### src/rtl/alu_pkg.sv
// rtl/alu_pkg.sv - shared op codes, error constant and command type for the ALU issue unit
package alu_pkg;

  localparam logic [1:0]  OP_ADD  = 2'b00;
  localparam logic [1:0]  OP_SUB  = 2'b01;
  localparam logic [1:0]  OP_MUL  = 2'b10;
  localparam logic [1:0]  OP_DIV  = 2'b11;
  localparam logic [15:0] DIV_ERR = 16'hFFFF;

  typedef struct packed {
    logic [1:0] op;
    logic [7:0] a;
    logic [7:0] b;
  } alu_cmd_t;

endpackage

### src/rtl/alu_issue_unit_if.sv
// rtl/alu_issue_unit_if.sv - command/result handshake bundle of the ALU issue unit
interface alu_issue_unit_if #(
  parameter int DEPTH = 4,
  parameter int CNT_W = 8
);

  logic                     in_valid;
  logic                     in_ready;
  logic [1:0]               in_op;
  logic [7:0]               in_a;
  logic [7:0]               in_b;
  logic                     out_valid;
  logic                     out_ready;
  logic [15:0]              out_result;
  logic [1:0]               out_op;
  logic                     out_err;
  logic [$clog2(DEPTH):0]   fifo_count;
  logic [CNT_W-1:0]         err_count;

  modport master (
    output in_valid, in_op, in_a, in_b, out_ready,
    input  in_ready, out_valid, out_result, out_op, out_err, fifo_count, err_count
  );

  modport slave (
    input  in_valid, in_op, in_a, in_b, out_ready,
    output in_ready, out_valid, out_result, out_op, out_err, fifo_count, err_count
  );

endinterface

### src/rtl/ALU.sv
// rtl/ALU.sv - combinational 8x8 ALU: add, sub, mul, div with all-ones on divide-by-zero
module ALU
  import alu_pkg::*;
(
  input  logic [1:0]  op_code,
  input  logic [7:0]  a,
  input  logic [7:0]  b,
  output logic [15:0] result
);

  logic [15:0] a_w;
  logic [15:0] b_w;

  assign a_w = {8'h00, a};
  assign b_w = {8'h00, b};

  always_comb begin
    result = 16'h0000;
    case (op_code)
      OP_ADD:  result = a_w + b_w;
      OP_SUB:  result = a_w - b_w;
      OP_MUL:  result = a_w * b_w;
      default: result = (b == 8'h00) ? DIV_ERR : {8'h00, a / b};
    endcase
  end

endmodule

### src/rtl/alu_cmd_fifo.sv
// rtl/alu_cmd_fifo.sv - command queue with occupancy count and registered full flag
module alu_cmd_fifo
  import alu_pkg::*;
#(
  parameter int DEPTH = 4
) (
  input  logic                       clk,
  input  logic                       rst_n,
  input  logic                       push_i,
  input  alu_cmd_t                   push_data_i,
  input  logic                       pop_i,
  output alu_cmd_t                   head_o,
  output logic                       empty_o,
  output logic                       full_o,
  output logic [$clog2(DEPTH):0]     count_o
);

  localparam int PW = $clog2(DEPTH);
  localparam int CW = PW + 1;

  alu_cmd_t        mem_q [DEPTH];
  logic [PW-1:0]   wr_ptr_q;
  logic [PW-1:0]   rd_ptr_q;
  logic [CW-1:0]   count_q;
  logic [CW-1:0]   count_d;
  logic            full_q;
  logic            push_ok;
  logic            pop_ok;

  // A push while full is dropped; the producer is expected to hold it.
  assign push_ok = push_i && !full_q;
  assign pop_ok  = pop_i && (count_q != '0);
  assign count_d = count_q + CW'(push_ok) - CW'(pop_ok);

  always_ff @(posedge clk) begin
    if (push_ok) begin
      mem_q[wr_ptr_q] <= push_data_i;
    end
  end

  always_ff @(posedge clk or negedge rst_n) begin
    if (!rst_n) begin
      wr_ptr_q <= '0;
      rd_ptr_q <= '0;
      count_q  <= '0;
      full_q   <= 1'b0;
    end else begin
      if (push_ok) wr_ptr_q <= wr_ptr_q + PW'(1);
      if (pop_ok)  rd_ptr_q <= rd_ptr_q + PW'(1);
      count_q <= count_d;
      full_q  <= (count_d == CW'(DEPTH));
    end
  end

  assign head_o  = mem_q[rd_ptr_q];
  assign empty_o = (count_q == '0);
  assign full_o  = full_q;
  assign count_o = count_q;

endmodule

### src/rtl/alu_issue_unit.sv
// rtl/alu_issue_unit.sv - buffers ALU commands, issues one per cycle, holds the result in a valid/ready slot
module alu_issue_unit
  import alu_pkg::*;
#(
  parameter int DEPTH = 4,
  parameter int CNT_W = 8
) (
  input  logic         clk,
  input  logic         rst_n,
  alu_issue_unit_if.slave bus
);

  localparam int CW = $clog2(DEPTH) + 1;

  alu_cmd_t          push_data;
  alu_cmd_t          head;
  logic              empty;
  logic              full;
  logic [CW-1:0]     count;
  logic [15:0]       alu_result;
  logic              slot_free;
  logic              issue;
  logic              head_err;

  logic              out_valid_q;
  logic [15:0]       out_result_q;
  logic [1:0]        out_op_q;
  logic              out_err_q;
  logic [CNT_W-1:0]  err_cnt_q;
  logic [CNT_W-1:0]  err_cnt_d;

  assign push_data = {bus.in_op, bus.in_a, bus.in_b};
  assign slot_free = !out_valid_q || bus.out_ready;
  assign issue     = !empty && slot_free;
  // Flag comes from the head fields, not from decoding the ALU's all-ones result.
  assign head_err  = (head.op == OP_DIV) && (head.b == 8'h00);

  alu_cmd_fifo #(.DEPTH(DEPTH)) u_fifo (
    .clk         (clk),
    .rst_n       (rst_n),
    .push_i      (bus.in_valid),
    .push_data_i (push_data),
    .pop_i       (issue),
    .head_o      (head),
    .empty_o     (empty),
    .full_o      (full),
    .count_o     (count)
  );

  ALU u_alu (
    .op_code (head.op),
    .a       (head.a),
    .b       (head.b),
    .result  (alu_result)
  );

  always_comb begin
    err_cnt_d = err_cnt_q;
    if (issue && head_err && (err_cnt_q != '1)) begin
      err_cnt_d = err_cnt_q + CNT_W'(1);
    end
  end

  always_ff @(posedge clk or negedge rst_n) begin
    if (!rst_n) begin
      out_valid_q  <= 1'b0;
      out_result_q <= 16'h0000;
      out_op_q     <= 2'b00;
      out_err_q    <= 1'b0;
      err_cnt_q    <= '0;
    end else begin
      err_cnt_q <= err_cnt_d;
      if (issue) begin
        out_valid_q  <= 1'b1;
        out_result_q <= alu_result;
        out_op_q     <= head.op;
        out_err_q    <= head_err;
      end else if (bus.out_ready) begin
        out_valid_q  <= 1'b0;
      end
    end
  end

  assign bus.in_ready   = !full;
  assign bus.out_valid  = out_valid_q;
  assign bus.out_result = out_result_q;
  assign bus.out_op     = out_op_q;
  assign bus.out_err    = out_err_q;
  assign bus.fifo_count = count;
  assign bus.err_count  = err_cnt_q;

endmodule

### src/flat_wrapper.sv
// flat-port wrapper written by rule: the top's interface ports become plain ports
module alu_issue_unit_flat import alu_pkg::*;
#(
  parameter int DEPTH = 4,
  parameter int CNT_W = 8
)
  (clk, rst_n, bus_in_valid, bus_in_op, bus_in_a, bus_in_b, bus_out_ready, bus_in_ready, bus_out_valid, bus_out_result, bus_out_op, bus_out_err, bus_fifo_count, bus_err_count);
  alu_issue_unit_if #(.DEPTH(DEPTH), .CNT_W(CNT_W)) bus_i ();
  input  logic clk;
  input  logic rst_n;
  input wire logic [$bits(bus_i.in_valid)-1:0] bus_in_valid;
  input wire logic [$bits(bus_i.in_op)-1:0] bus_in_op;
  input wire logic [$bits(bus_i.in_a)-1:0] bus_in_a;
  input wire logic [$bits(bus_i.in_b)-1:0] bus_in_b;
  input wire logic [$bits(bus_i.out_ready)-1:0] bus_out_ready;
  output wire logic [$bits(bus_i.in_ready)-1:0] bus_in_ready;
  output wire logic [$bits(bus_i.out_valid)-1:0] bus_out_valid;
  output wire logic [$bits(bus_i.out_result)-1:0] bus_out_result;
  output wire logic [$bits(bus_i.out_op)-1:0] bus_out_op;
  output wire logic [$bits(bus_i.out_err)-1:0] bus_out_err;
  output wire logic [$bits(bus_i.fifo_count)-1:0] bus_fifo_count;
  output wire logic [$bits(bus_i.err_count)-1:0] bus_err_count;
  assign bus_i.in_valid = bus_in_valid;
  assign bus_i.in_op = bus_in_op;
  assign bus_i.in_a = bus_in_a;
  assign bus_i.in_b = bus_in_b;
  assign bus_i.out_ready = bus_out_ready;
  assign bus_in_ready = bus_i.in_ready;
  assign bus_out_valid = bus_i.out_valid;
  assign bus_out_result = bus_i.out_result;
  assign bus_out_op = bus_i.out_op;
  assign bus_out_err = bus_i.out_err;
  assign bus_fifo_count = bus_i.fifo_count;
  assign bus_err_count = bus_i.err_count;
  alu_issue_unit #(.DEPTH(DEPTH), .CNT_W(CNT_W)) u_core (.clk(clk), .rst_n(rst_n), .bus(bus_i));
endmodule
### config.mk
export PLATFORM = sky130hd
export DESIGN_NAME = alu_issue_unit_flat
export DESIGN_NICKNAME = d
export VERILOG_FILES = /design/src/rtl/alu_pkg.sv /design/src/rtl/alu_issue_unit_if.sv /design/src/rtl/ALU.sv /design/src/rtl/alu_cmd_fifo.sv /design/src/rtl/alu_issue_unit.sv /design/src/flat_wrapper.sv
export SDC_FILE = /design/constraint.sdc
export NUM_CORES = 1
export LEC_CHECK = 0
export CAP_MARGIN = 20
export CELL_PAD_IN_SITES_DETAIL_PLACEMENT = 2
export CELL_PAD_IN_SITES_GLOBAL_PLACEMENT = 2
export CORE_MARGIN = 4
export CORE_UTILIZATION = 28
export DETAILED_ROUTE_END_ITERATION = 7
export GPL_TIMING_DRIVEN = 0
export PLACE_DENSITY = 0.68
export SYNTH_ARGS = -nofsm -noshare
export SYNTH_HDL_FRONTEND = slang
export SYNTH_SLANG_ARGS = --single-unit
### constraint.sdc
create_clock -name clk -period 13.7 [get_ports clk]
set_input_delay 2.74 -clock clk [delete_from_list [all_inputs] [get_ports clk]]
set_output_delay 2.74 -clock clk [all_outputs]
set_load 0.05 [all_outputs]
==> reports/metrics.csv, run 1 <==
metric,value,unit
total congestion overflow,0,
Rows,64,
Worst path top cell family by delay,compound AO/OA/AOI/OAI gates,
vias,6460,
maximum operating frequency,0.0795,GHz
count of different cell masters after synthesis,57,
chip width,184,um
dominant synthesized flop cell,edfxtp_1,
Worst-Skew Late Latency,380,ps
"commonest non-fill, non-tap cells in the layout","99 x ha_1, 94 x inv_1, 75 x nand2_1",
"most common cell after layout, fill and taps aside",ha_1,
hold_ws,484,ps
CP required,13910,ps
share of cells above drive strength 1,0.0872,
total CTS buffers,9,
CP max stage delay,660,ps
sequential fraction of the synthesis area,0.352,
post-DP HPWL,20300,um
"Max stage delay cell, worst path",or4b_2,
Setup CP Type,flip-flop to flip-flop,
Hold Path Class,flip-flop to flip-flop,
DRC,0,
Max H-tree Level,3,
headroom to the max-slew limit,0.288,
via density per instance,5.00,
Clock Sinks,108,
Final setup viols,0,
ys async rst share,0.333,
worst slew pin tran,1060,ps
synthesized net count,983,
Synth Register Bits,108,
met2 wire length,13600,um
worst clock skew,28.7,ps
Port Buf Inserts,53,
crit path buf inv count,5,
starting density of the core,0.284,
Mapped Cells,823,
DIE AREA,0.0339,sq mm
DR iter-0 viols,258,
Post-Syn Area,0.00869,sq mm
P&R area growth vs syn,16.0,%
"Warnings, synthesis",0,
Ant. Diodes,0,
Post-synth EDFFs,72,
max cap viols,0,
uppermost routed layer,met4,
Slew Limit Fails,0,
largest net degree at the start of global routing,26,
status,finished clean,
worst-case clock buffer depth,2,
mean routed wirelength per cell,20.5,um
Worst setup EP type,flip-flop,
CTS tree,built,
met1 WL,12000,um
Max Fanout on Critical Path,10,
minimum clock period,12580,ps
RD Place Congestion,0.820,
final hold violation count,0,
CP Data Arrival Time,12790,ps
Die H,184,um
cell area after layout,0.0101,sq mm
initial antenna violation count,0,
first-pass GRT wire length,41800,um
clk root buf,clkbuf_16,
vias in the first global route,7269,
Worst path most repeated cell,ha_1,
post-route clock period utilization,0.918,
Core Box Area,0.0306,sq mm
# hold bufs at CTS,0,
Placement Cell Area,0.00973,sq mm
IO Pins,54,
Overall Global Routing Usage,0.159,
Syn Area/Cell,10.6,sq um
clock-pin slew on the worst setup and hold paths,100,ps
routed wl met3,492,um
nets,1050,
crit start category,flip-flop,
drt total wl,26500,um
DR pass1 iterations,4,
Routed Antenna Nets,0,
==> sequential cells by signal, summed over array words and instances (netlist names) <==
name / flops
u_core.u_fifo.wr_ptr_q: 2
u_core.u_fifo.rd_ptr_q: 2
u_core.bus.out_valid: 1
u_core.bus.err_count: 8
u_core.bus.out_op: 2
u_core.u_fifo.count_o: 3
u_core.u_fifo.mem_q: 72
u_core.u_fifo.full_o: 1
u_core.bus.out_err: 1
u_core.bus.out_result: 16
==> synthesized netlist by cell type (4+ instances only) <==
cell,number,share of area
nand2b_1,8,0.0058
inv_1,94,0.041
mux2i_1,8,0.0092
and2_1,16,0.012
a211oi_1,5,0.0043
o31ai_1,7,0.0060
xnor2_1,26,0.026
mux4_2,22,0.057
nand4_1,5,0.0036
a22o_1,5,0.0050
ha_1,99,0.14
o21ai_0,49,0.028
xor2_1,11,0.011
edfxtp_1,72,0.25
a21oi_1,26,0.015
nor2b_1,9,0.0065
nor3_1,19,0.011
nand2_1,75,0.032
clkbuf_1,14,0.0060
o211ai_1,9,0.0078
o21a_1,17,0.015
buf_2,4,0.0023
dfrtp_1,36,0.10
mux2_2,10,0.013
nand3_1,12,0.0069
fa_1,39,0.090
a21o_1,7,0.0060
nor2_1,51,0.022
or3_1,6,0.0043
o221ai_1,5,0.0050
and3_1,6,0.0043
a31oi_1,8,0.0058
==> metrics by stage <==
stage	std cells	setup TNS, ps	setup WS (ps)	utilization
finish	1291	0	1120	0.330
global route	1291	-16.2	-16.2	0.330
CTS	1290	0	4.26	0.328
detailed placement	1273	-638	-638	0.318
global placement	1272	-567	-567	0.318
floorplan	823	0	2570	-
==> repair_timing <==
action,CTS,global route
pin swaps,0,1
gates resized for setup,2,8
endpoints found under the setup margin,1,2
buffers inserted,1,1
==> worst min-delay path: cells and delay by family, from the launching register on <==
kind            cells  cell delay (ps)
flops               1              350
simple gates        1               50
compound gates      1               60
==> final cells by class <==
| cell class | instances | area [sq um] |
|---|---|---|
| inverters | 94 | 353 |
| fillers | 3316 | 20500 |
| plain buffers | 23 | 109 |
| flip-flops and latches | 108 | 3060 |
| clock inverters | 7 | 66.3 |
| clock buffers | 9 | 225 |
| well taps | 396 | 495 |
| repair buffers | 56 | 561 |
| multi-input cells | 598 | 5210 |
==> per-layer routing <==
metal  GRT usage  vias up
met4      0.0352        0
li1            -     3064
met5           0        -
met2       0.290       62
met1       0.206     3311
met3      0.0136       23
==> cell families after synthesis <==
group | after synthesis | synth area share
AO/OA/AOI/OAI | 163 | 0.122
XOR/XNOR | 37 | 0.0373
adder cells (fa/ha/maj) | 138 | 0.232
buffers and inverters | 117 | 0.0528
flip-flops | 108 | 0.352
multiplexers | 41 | 0.0805
AND/OR/NAND/NOR | 219 | 0.123
==> final timing paths <==
| check | start | to | slack (ps) | cells past startpoint |
|---|---|---|---|---|
| worst max register to register | u_core.u_fifo.rd_ptr_q[1] | u_core.bus.out_result[0] | 1120 | 49 |
| min in group asynchronous | rst_n | u_core.bus.out_err | 2240 | 1 |
| worst min register to register | u_core.bus.out_result[4] | u_core.bus.out_result[4] | 480 | 2 |
| worst max-delay path | u_core.u_fifo.rd_ptr_q[1] | u_core.bus.out_result[0] | 1120 | 49 |
| worst min-delay path | u_core.bus.out_result[4] | u_core.bus.out_result[4] | 480 | 2 |
| max in group asynchronous | rst_n | u_core.u_fifo.rd_ptr_q[0] | 10960 | 2 |
Power of run 1 is left out: the tool's default activity adds up to more than one toggle a clock period on the data nets, which glitch-free logic cannot reach.
==> run 2, diff against run 1 <==
CAP_MARGIN = 40   (was 20)
==> reports/metrics.csv, run 2 (synthesized netlist as in run 1, its figures left out) <==
metric,value,unit,change
drt total wl,26500,um,about the same
"most common cell after layout, fill and taps aside",ha_1,,unchanged
via density per instance,5.00,,about the same
final hold violation count,0,,unchanged
minimum clock period,12660,ps,was 12580 ps
clk root buf,clkbuf_16,,unchanged
Max Fanout on Critical Path,10,,unchanged
vias,6479,,was 6460
RD Place Congestion,0.820,,unchanged
status,finished clean,,unchanged
headroom to the max-slew limit,0.457,,was 0.288
Top reg by flops,u_core.u_fifo.mem_q,,unchanged
fillers,3335,,was 3316
Core Box Area,0.0306,sq mm,unchanged
share of cells above drive strength 1,0.0932,,was 0.0872
Worst setup EP type,flip-flop,,unchanged
DP Cell Count,1279,,was 1273
Hold Path Class,flip-flop to flip-flop,,unchanged
CTS tree,built,,unchanged
vias in the first global route,7339,,was 7269
Max H-tree Level,3,,unchanged
CP required,13910,ps,about the same
post-route insts no fill,1297,,was 1291
max cap viols,0,,unchanged
CP Data Arrival Time,12860,ps,was 12790 ps
DR iter-0 viols,204,,was 258
chip width,184,um,unchanged
total CTS buffers,9,,unchanged
maximum operating frequency,0.0790,GHz,was 0.0795 GHz
Ant. Diodes,0,,unchanged
Overall Global Routing Usage,0.159,,about the same
DR pass1 iterations,4,,unchanged
worst r2r src,u_core.u_fifo.rd_ptr_q[1],,unchanged
starting density of the core,0.284,,unchanged
Routed Antenna Nets,0,,unchanged
CP max stage delay,650,ps,was 660 ps
Setup CP Type,flip-flop to flip-flop,,unchanged
Rows,64,,unchanged
initial antenna violation count,0,,unchanged
Worst path most repeated cell,ha_1,,unchanged
Die H,184,um,unchanged
nets,1056,,was 1050
"Max stage delay cell, worst path",or4b_2,,unchanged
clock-pin slew on the worst setup and hold paths,100,ps,about the same
CP Launch Point,u_core.u_fifo.rd_ptr_q[1],,unchanged
total congestion overflow,0,,unchanged
Clock Sinks,108,,unchanged
worst reg2reg path depth,51,,was 49
crit path to,u_core.bus.out_result[0],,unchanged
DRC,0,,unchanged
post-route clock period utilization,0.924,,was 0.918
# hold bufs at CTS,0,,unchanged
post-DP HPWL,20600,um,was 20300 um
Final setup viols,0,,unchanged
worst clock skew,24.9,ps,was 28.7 ps
"commonest non-fill, non-tap cells in the layout","99 x ha_1, 94 x inv_1, 75 x nand2_1",,unchanged
reg2reg setup slack,1040,ps,was 1120 ps
DIE AREA,0.0339,sq mm,unchanged
worst slew pin tran,794,ps,was 1060 ps
IO Pins,54,,unchanged
Slew Limit Fails,0,,unchanged
hold_ws,488,ps,was 484 ps
max FFs per register,72,,unchanged
RSZ-0062 raised after global routing,no,,
Port Buf Inserts,53,,unchanged
worst-case clock buffer depth,2,,unchanged
Critical R2R Capture,u_core.bus.out_result[0],,unchanged
first-pass GRT wire length,41800,um,about the same
P&R area growth vs syn,16.8,%,was 16.0%
crit start category,flip-flop,,unchanged
Worst-Skew Late Latency,380,ps,about the same
largest net degree at the start of global routing,26,,unchanged
mean routed wirelength per cell,20.4,um,was 20.5 um
-- run 2: worst min-delay path by stage --
stage                         startpoint                        end  cells past startpoint  slack, ps
3_3_place_gp    u_core.bus.out_result[4]   u_core.bus.out_result[4]                      2        470
2_1_floorplan  u_core.u_fifo.wr_ptr_q[1]  u_core.u_fifo.wr_ptr_q[1]                      2        580
3_5_place_dp    u_core.bus.out_result[4]   u_core.bus.out_result[4]                      2        470
4_1_cts         u_core.bus.out_result[4]   u_core.bus.out_result[4]                      2        490
5_1_grt          u_core.bus.err_count[4]    u_core.bus.err_count[4]                      1        520
6_report        u_core.bus.out_result[4]   u_core.bus.out_result[4]                      2        490
-- run 2: what timing repair did --
action,in CTS,in global routing
hold endpoints to repair,0,0
buffers inserted,1,1
endpoints found under the setup margin,1,1
resized for setup,2,7
pin swaps,0,1
-- run 2: metrics by stage --
stage	area, sq um	utilization	TNS, ps	setup WS [ps]
3_5_place_dp	9810	0.321	-560	-560
4_1_cts	10100	0.331	0	123
3_3_place_gp	9720	0.318	-567	-567
5_1_grt	10200	0.332	0	46.4
6_report	10200	0.332	0	1040
2_1_floorplan	8690	-	0	2570
-- run 2: layout make-up --
cell class / instances / area, sq um / share of cell area
buffer: 23 / 111 / 0.0110
sequential: 108 / 3060 / 0.302
tap: 396 / 495 / 0.0488
inverter: 94 / 353 / 0.0348
clock buffer: 10 / 239 / 0.0235
timing repair buffer: 62 / 636 / 0.0626
multi-input combinational: 598 / 5200 / 0.512
clock inverter: 6 / 57.6 / 0.00567
-- run 2: metal layers --
| layer | up-vias | global-route usage | part of all wire |
|---|---|---|---|
| li1 | 3067 | - | - |
| met5 | - | 0 | 0 |
| met3 | 27 | 0.0126 | 0.022 |
| met1 | 3319 | 0.206 | 0.46 |
| met2 | 66 | 0.284 | 0.50 |
| met4 | 0 | 0.0461 | 0.024 |
-- run 2: critical path, delay by kind of cell, from the launching register on --
kind,cells,cell delay (ps)
AOI/OAI and AO/OA,24,4510
adders and majority gates,7,2130
buffers and inverters,5,1290
DFF,1,460
muxes,4,1360
and+or+nand+nor,11,2760
Power of run 2 is left out for the same reason.
==> RTL edit 1 (settings of run 2) <==
Reset style: synchronous (`rst_n`), changed in 2 clocked blocks.
--- a/src/rtl/alu_cmd_fifo.sv
+++ b/src/rtl/alu_cmd_fifo.sv
@@ -38,7 +38,7 @@
     end
   end
 
-  always_ff @(posedge clk or negedge rst_n) begin
+  always_ff @(posedge clk) begin
     if (!rst_n) begin
       wr_ptr_q <= '0;
       rd_ptr_q <= '0;
--- a/src/rtl/alu_issue_unit.sv
+++ b/src/rtl/alu_issue_unit.sv
@@ -61,7 +61,7 @@
     end
   end
 
-  always_ff @(posedge clk or negedge rst_n) begin
+  always_ff @(posedge clk) begin
     if (!rst_n) begin
       out_valid_q  <= 1'b0;
       out_result_q <= 16'h0000;
Check against the original RTL: not equivalent (Yosys sat finds a counterexample within 4 cycles, from zero or initial values and one cycle with rst_n low; the reset may be asserted at any time).
==> RTL edit 1 against run 2 <==
  * Critical path type unchanged
  * Sequential cell count is 2 higher
  * Routed wire length is 0.12% higher
  * Critical path depth is 2 higher
  * Design area is 0.19% higher
  * Setup slack worse by 0.090 ns
  * Sequential share of layout area is 1.4 points lower
  * Area after synthesis is 0.53% lower
  * First-iteration DRC count is 49% higher
  * Cell count is 1.6% higher
Power is left out: the tool's default activity adds up to more than one toggle a clock period on the data nets, which glitch-free logic cannot reach.
==> RTL edit 1: results (changes against run 2) <==
=================================================================================
FFs w/ async S/R, synth                                                         0   -0.333
Master of the slowest instance on the critical path                  sky130_fd_sc_hd__or4b_2
Delay contributed by the slowest stage of the critical path               0.65 ns   about the same
Synthesized Nets                                                             1002   +1.9%
Total number of vias                                                         6592   +1.7%
Diode count                                                                     0   unchanged
Source-to-sink clock delay at the later pin of the worst-skew pair        0.37 ns
Most common library cells after synthesis                            99 x sky130_fd_sc_hd__ha_1, 98 x sky130_fd_sc_hd__inv_1, 72 x sky130_fd_sc_hd__edfxtp_1, 72 x sky130_fd_sc_hd__nand2_1, 51 x sky130_fd_sc_hd__nor2_1
Clock Tree Root                                                      sky130_fd_sc_hd__clkbuf_16
Number of optimization iterations in the first detailed-route pass              4   unchanged
Layout cell share with drive strength beyond 1                             0.0965   +0.00330
Largest clock skew in the final design                                  0.0144 ns   -0.0105 ns
Number of enable flip-flop cells after synthesis                               72   unchanged
Result of the run                                                       completed
Buffers added on ports                                                         53   unchanged
Number of clock buffers inserted by TritonCTS                                   9   unchanged
Number of global-route vias before repair                                    7373   +0.46%
Number of buffers on the longest clock path                                     2   unchanged
Cell Area, Placed                                                        9730 µm²   -0.78%
Antenna violations before repair                                                0   unchanged
Cell variety after synth                                                       68   +19%
WL per Instance                                                           20.1 µm   -1.5%
Number of H-tree levels                                                         3   unchanged
Worst-Margin Slew                                                        0.750 ns   -0.0438 ns
Seq/Total Area, Yosys                                                       0.338   -0.0143
Pin count of the biggest net entering global routing                           21   -19%
Global router's overall resource usage                                      0.161   +0.00219
Final RePlAce weighted congestion                                           0.803   -2.1%
Worst-path clk slew                                                       0.08 ns   -0.02 ns
Max reg flops                                                                  72   unchanged
Signal arrival time at the worst endpoint                                12.99 ns   +0.13 ns
Worst Hold Class                                                     flop to flop
Final nets                                                                   1077   +2.0%
Most flop-heavy register                                             u_core.u_fifo.mem_q
First-pass GRT wire length                                                42.4 mm   +1.5%
Half-perimeter wire length after detailed placement                       20.7 mm   +0.11%
Biggest area contributors in the synthesized netlist                 sky130_fd_sc_hd__edfxtp_1 25%, sky130_fd_sc_hd__ha_1 14%, sky130_fd_sc_hd__fa_1 9.0%
Starting DRT DRC Count                                                        304   +49%
Setup WS pre-CTS                                                         -1.46 ns   -0.900 ns
=================================================================================
RTL edit 1: changes by cell type in the layout (fill, tap and decap cells not counted), sizes merged, moves of 7 or more:
cell	before	now
o21ai	49	39
dfxtp	0	38
a21oi	26	33
o21a	17	10
dfrtp	36	0
and2	16	31
RTL edit 1: path summary, 6_finish.rpt:
| path | from | endpoint | slack, ns | cells past startpoint |
|---|---|---|---|---|
| min | u_core.bus.out_result[1] | u_core.bus.out_result[1] | 0.46 | 1 |
| max | flop | u_core.bus.out_result[0] | 0.95 | 53 |
| min reg2reg | u_core.bus.out_result[1] | u_core.bus.out_result[1] | 0.46 | 1 |
| max reg2reg | flop | u_core.bus.out_result[0] | 0.95 | 53 |
RTL edit 1: metrics by stage:
stage               setup TNS [ns]  utilization  std cells
finish                           0        0.333       1318
global route                     0        0.333       1318
CTS                              0        0.331       1313
detailed placement           -1.73        0.319       1295
global placement             -1.60        0.317       1291
floorplan                        0            -        842
RTL edit 1: area by class of cell:
| class | instances | area [µm²] |
|---|---|---|
| Clock inverter | 7 | 87.6 |
| Inverter | 98 | 375 |
| Clock buffer | 9 | 225 |
| Sequential cell | 110 | 2920 |
| Timing Repair Buffer | 65 | 651 |
| Buffer | 23 | 120 |
| Multi-Input combinational cell | 610 | 5290 |
| Tap cell | 396 | 495 |
| Fill cell | 3325 | 20300 |
RTL edit 1: kinds of logic (layout without fill, tap and decap cells):
logic type / after synthesis / after routing / synth area share
mux: 33 / 33 / 0.0708
xor+xnor: 37 / 37 / 0.0375
fa+ha+maj: 138 / 138 / 0.234
compound gates: 169 / 169 / 0.131
buf+inv: 122 / 202 / 0.0556
flops: 110 / 110 / 0.338
simple gates: 233 / 233 / 0.133
RTL edit 1: repair_timing:
item / CTS / global route
buffers inserted: 2 / 6
hold buffers: 0 / 0
pin swaps: 0 / 3
gates resized for setup: 10 / 14
endpoints found under the setup margin: 2 / 1
RTL edit 1: layer usage:
metal / wire length (µm) / GRT usage / share of wire
met1: 12500 / 0.214 / 0.47
met2: 13300 / 0.286 / 0.50
met3: 464 / 0.0148 / 0.017
met4: 308 / 0.0355 / 0.012
met5: 0 / 0 / 0
==> RTL edit 2 (flow settings as in run 2) <==
Without the edit above. `DEPTH` is set to 4 in 4 places; all go to 2.
--- a/src/rtl/alu_issue_unit_if.sv
+++ b/src/rtl/alu_issue_unit_if.sv
@@ -1,6 +1,6 @@
 // rtl/alu_issue_unit_if.sv - command/result handshake bundle of the ALU issue unit
 interface alu_issue_unit_if #(
-  parameter int DEPTH = 4,
+  parameter int DEPTH = 2,
   parameter int CNT_W = 8
 );
 
--- a/src/rtl/alu_cmd_fifo.sv
+++ b/src/rtl/alu_cmd_fifo.sv
@@ -2,7 +2,7 @@
 module alu_cmd_fifo
   import alu_pkg::*;
 #(
-  parameter int DEPTH = 4
+  parameter int DEPTH = 2
 ) (
   input  logic                       clk,
   input  logic                       rst_n,
--- a/src/rtl/alu_issue_unit.sv
+++ b/src/rtl/alu_issue_unit.sv
@@ -2,7 +2,7 @@
 module alu_issue_unit
   import alu_pkg::*;
 #(
-  parameter int DEPTH = 4,
+  parameter int DEPTH = 2,
   parameter int CNT_W = 8
 ) (
   input  logic         clk,
--- a/src/flat_wrapper.sv
+++ b/src/flat_wrapper.sv
@@ -1,7 +1,7 @@
 // flat-port wrapper written by rule: the top's interface ports become plain ports
 module alu_issue_unit_flat import alu_pkg::*;
 #(
-  parameter int DEPTH = 4,
+  parameter int DEPTH = 2,
   parameter int CNT_W = 8
 )
   (clk, rst_n, bus_in_valid, bus_in_op, bus_in_a, bus_in_b, bus_out_ready, bus_in_ready, bus_out_valid, bus_out_result, bus_out_op, bus_out_err, bus_fifo_count, bus_err_count);
Interface: changed (resized bus_fifo_count); port bits go from 54 to 53. The function was not compared with the original's and may differ.
==> RTL edit 2 against run 2 <==
  * Routed wire length is 14% lower
  * Design area down 17%
  * Die area down 18%
  * Sequential cell count decreased by 39
  * Setup slack improved by 0.077 ns
  * Hold slack better by 0.018 ns
  * Utilization up 1.2 points
  * Via count is 10% lower
  * Sequential share of layout area shrank 7.5 points
  * Area after synthesis decreased by 19%
Power is left out: the tool's default activity adds up to more than one toggle a clock period on the data nets, which glitch-free logic cannot reach.
==> RTL edit 2: results (changes against run 2) <==
=================================================================================
Result of the run                                                       completed
Synthesized Nets                                                              901   -8.3%
First-pass GRT wire length                                                37.2 mm   -11%
Cell variety after synth                                                       68   +19%
Final routed wirelength across all metal layers                           22.9 mm   -14%
Total setup buffers inserted after CTS                                          0   -1
Number of H-tree levels                                                         3   unchanged
Global router's overall resource usage                                      0.167   +0.00784
Number of buffers on the longest clock path                                     2   unchanged
Final RePlAce weighted congestion                                           0.829   +1.1%
Seq/Total Area, Yosys                                                       0.271   -0.0816
Worst-Margin Slew                                                        0.861 ns   +0.0665 ns
Total number of vias                                                         5820   -10%
Source-to-sink clock delay at the later pin of the worst-skew pair        0.33 ns   -0.05 ns
Largest clock skew in the final design                                 0.00775 ns   -0.0171 ns
Most common library cells after synthesis                            95 x sky130_fd_sc_hd__ha_1, 89 x sky130_fd_sc_hd__inv_1, 70 x sky130_fd_sc_hd__nand2_1
Number of global-route vias before repair                                    6685   -8.9%
Clock Tree Root                                                      sky130_fd_sc_hd__clkbuf_16
Count of cells resized by post-cts repair                                       0   -2
Buffers added on ports                                                         52   -1.9%
Signal arrival time at the worst endpoint                                12.77 ns   -0.09 ns
Cell Area, Placed                                                        8120 µm²   -17%
Half-perimeter wire length after detailed placement                       18.6 mm   -10%
Max reg flops                                                                  36   -50%
Master of the slowest instance on the critical path                  sky130_fd_sc_hd__or4_4
Worst-path clk slew                                                       0.06 ns   -0.04 ns
Delay contributed by the slowest stage of the critical path               0.54 ns   -0.11 ns
Pin count of the biggest net entering global routing                           34   +31%
Setup WS pre-CTS                                                         0.279 ns   +0.839 ns
Starting DRT DRC Count                                                        209   +2.5%
Global route total overflow                                                     0   unchanged
Number of enable flip-flop cells after synthesis                               36   -50%
Biggest area contributors in the synthesized netlist                 sky130_fd_sc_hd__ha_1 17%, sky130_fd_sc_hd__edfxtp_1 15%, sky130_fd_sc_hd__dfrtp_1 12%
Number of cells on the worst reg-to-reg path                                   49   -3.9%
Critical-path maximum fanout                                                   10   unchanged
FFs w/ async S/R, synth                                                     0.478   +0.145
Layout cell share with drive strength beyond 1                             0.0920   -0.00122
Final nets                                                                    976   -7.6%
Diode count                                                                     0   unchanged
Count of cells along the worst hold path                                        2   unchanged
Most flop-heavy register                                             u_core.u_fifo.mem_q
Ys flop type                                                         sky130_fd_sc_hd__edfxtp_1
=================================================================================
==> RTL edit 2: cell families after synthesis <==
family	synth area share
adders and majority gates	0.277
muxes	0.0517
buffers and inverters	0.0571
and+or+nand+nor	0.140
xor gates and xnor gates	0.0485
DFF	0.271
AOI/OAI and AO/OA	0.155
==> RTL edit 2: final timing paths <==
kind                                          start                        end  slack [ns]
max                          u_core.u_fifo.rd_ptr_q   u_core.bus.out_result[0]        1.12
min                        u_core.bus.out_result[9]   u_core.bus.out_result[9]        0.51
max reg2reg                  u_core.u_fifo.rd_ptr_q   u_core.bus.out_result[0]        1.12
min reg2reg                u_core.bus.out_result[9]   u_core.bus.out_result[9]        0.51
max in group asynchronous                     rst_n   u_core.bus.out_result[0]       10.68
min in group asynchronous                     rst_n  u_core.bus.out_result[15]        2.49
==> RTL edit 2: per-layer routing <==
metal	vias to the layer above	track usage	wire, µm
li1	2771	-	-
met1	2965	0.221	10600
met2	68	0.300	11400
met3	16	0.0166	628
met4	0	0.0285	188
met5	-	0	0
==> RTL edit 2: metrics by stage <==
step                instances  hold slack, ns   util
floorplan                 746           0.461      -
global placement         1122           0.482  0.325
detailed placement       1134           0.491  0.331
CTS                      1150           0.503  0.342
global route             1150           0.525  0.343
finish                   1150           0.505  0.343
==> RTL edit 2: worst max-delay path: cells and delay by family, from the launching register on <==
family	cells	cell delay, ns
flip-flops	1	0.46
buffers and inverters	7	1.68
AO/OA/AOI/OAI	22	4.11
multiplexers	5	1.92
AND/OR/NAND/NOR	7	1.83
adder cells (fa/ha/maj)	8	2.40
==> RTL edit 2: area by class of cell <==
cell class,instances,area [µm²]
fill,2790,16100
multi-input combinational,575,4780
sequential,69,1910
timing repair buffer,64,648
tap,324,405
inverter,91,342
clock buffer,11,233
buffer,11,61.3
clock inverter,5,51.3
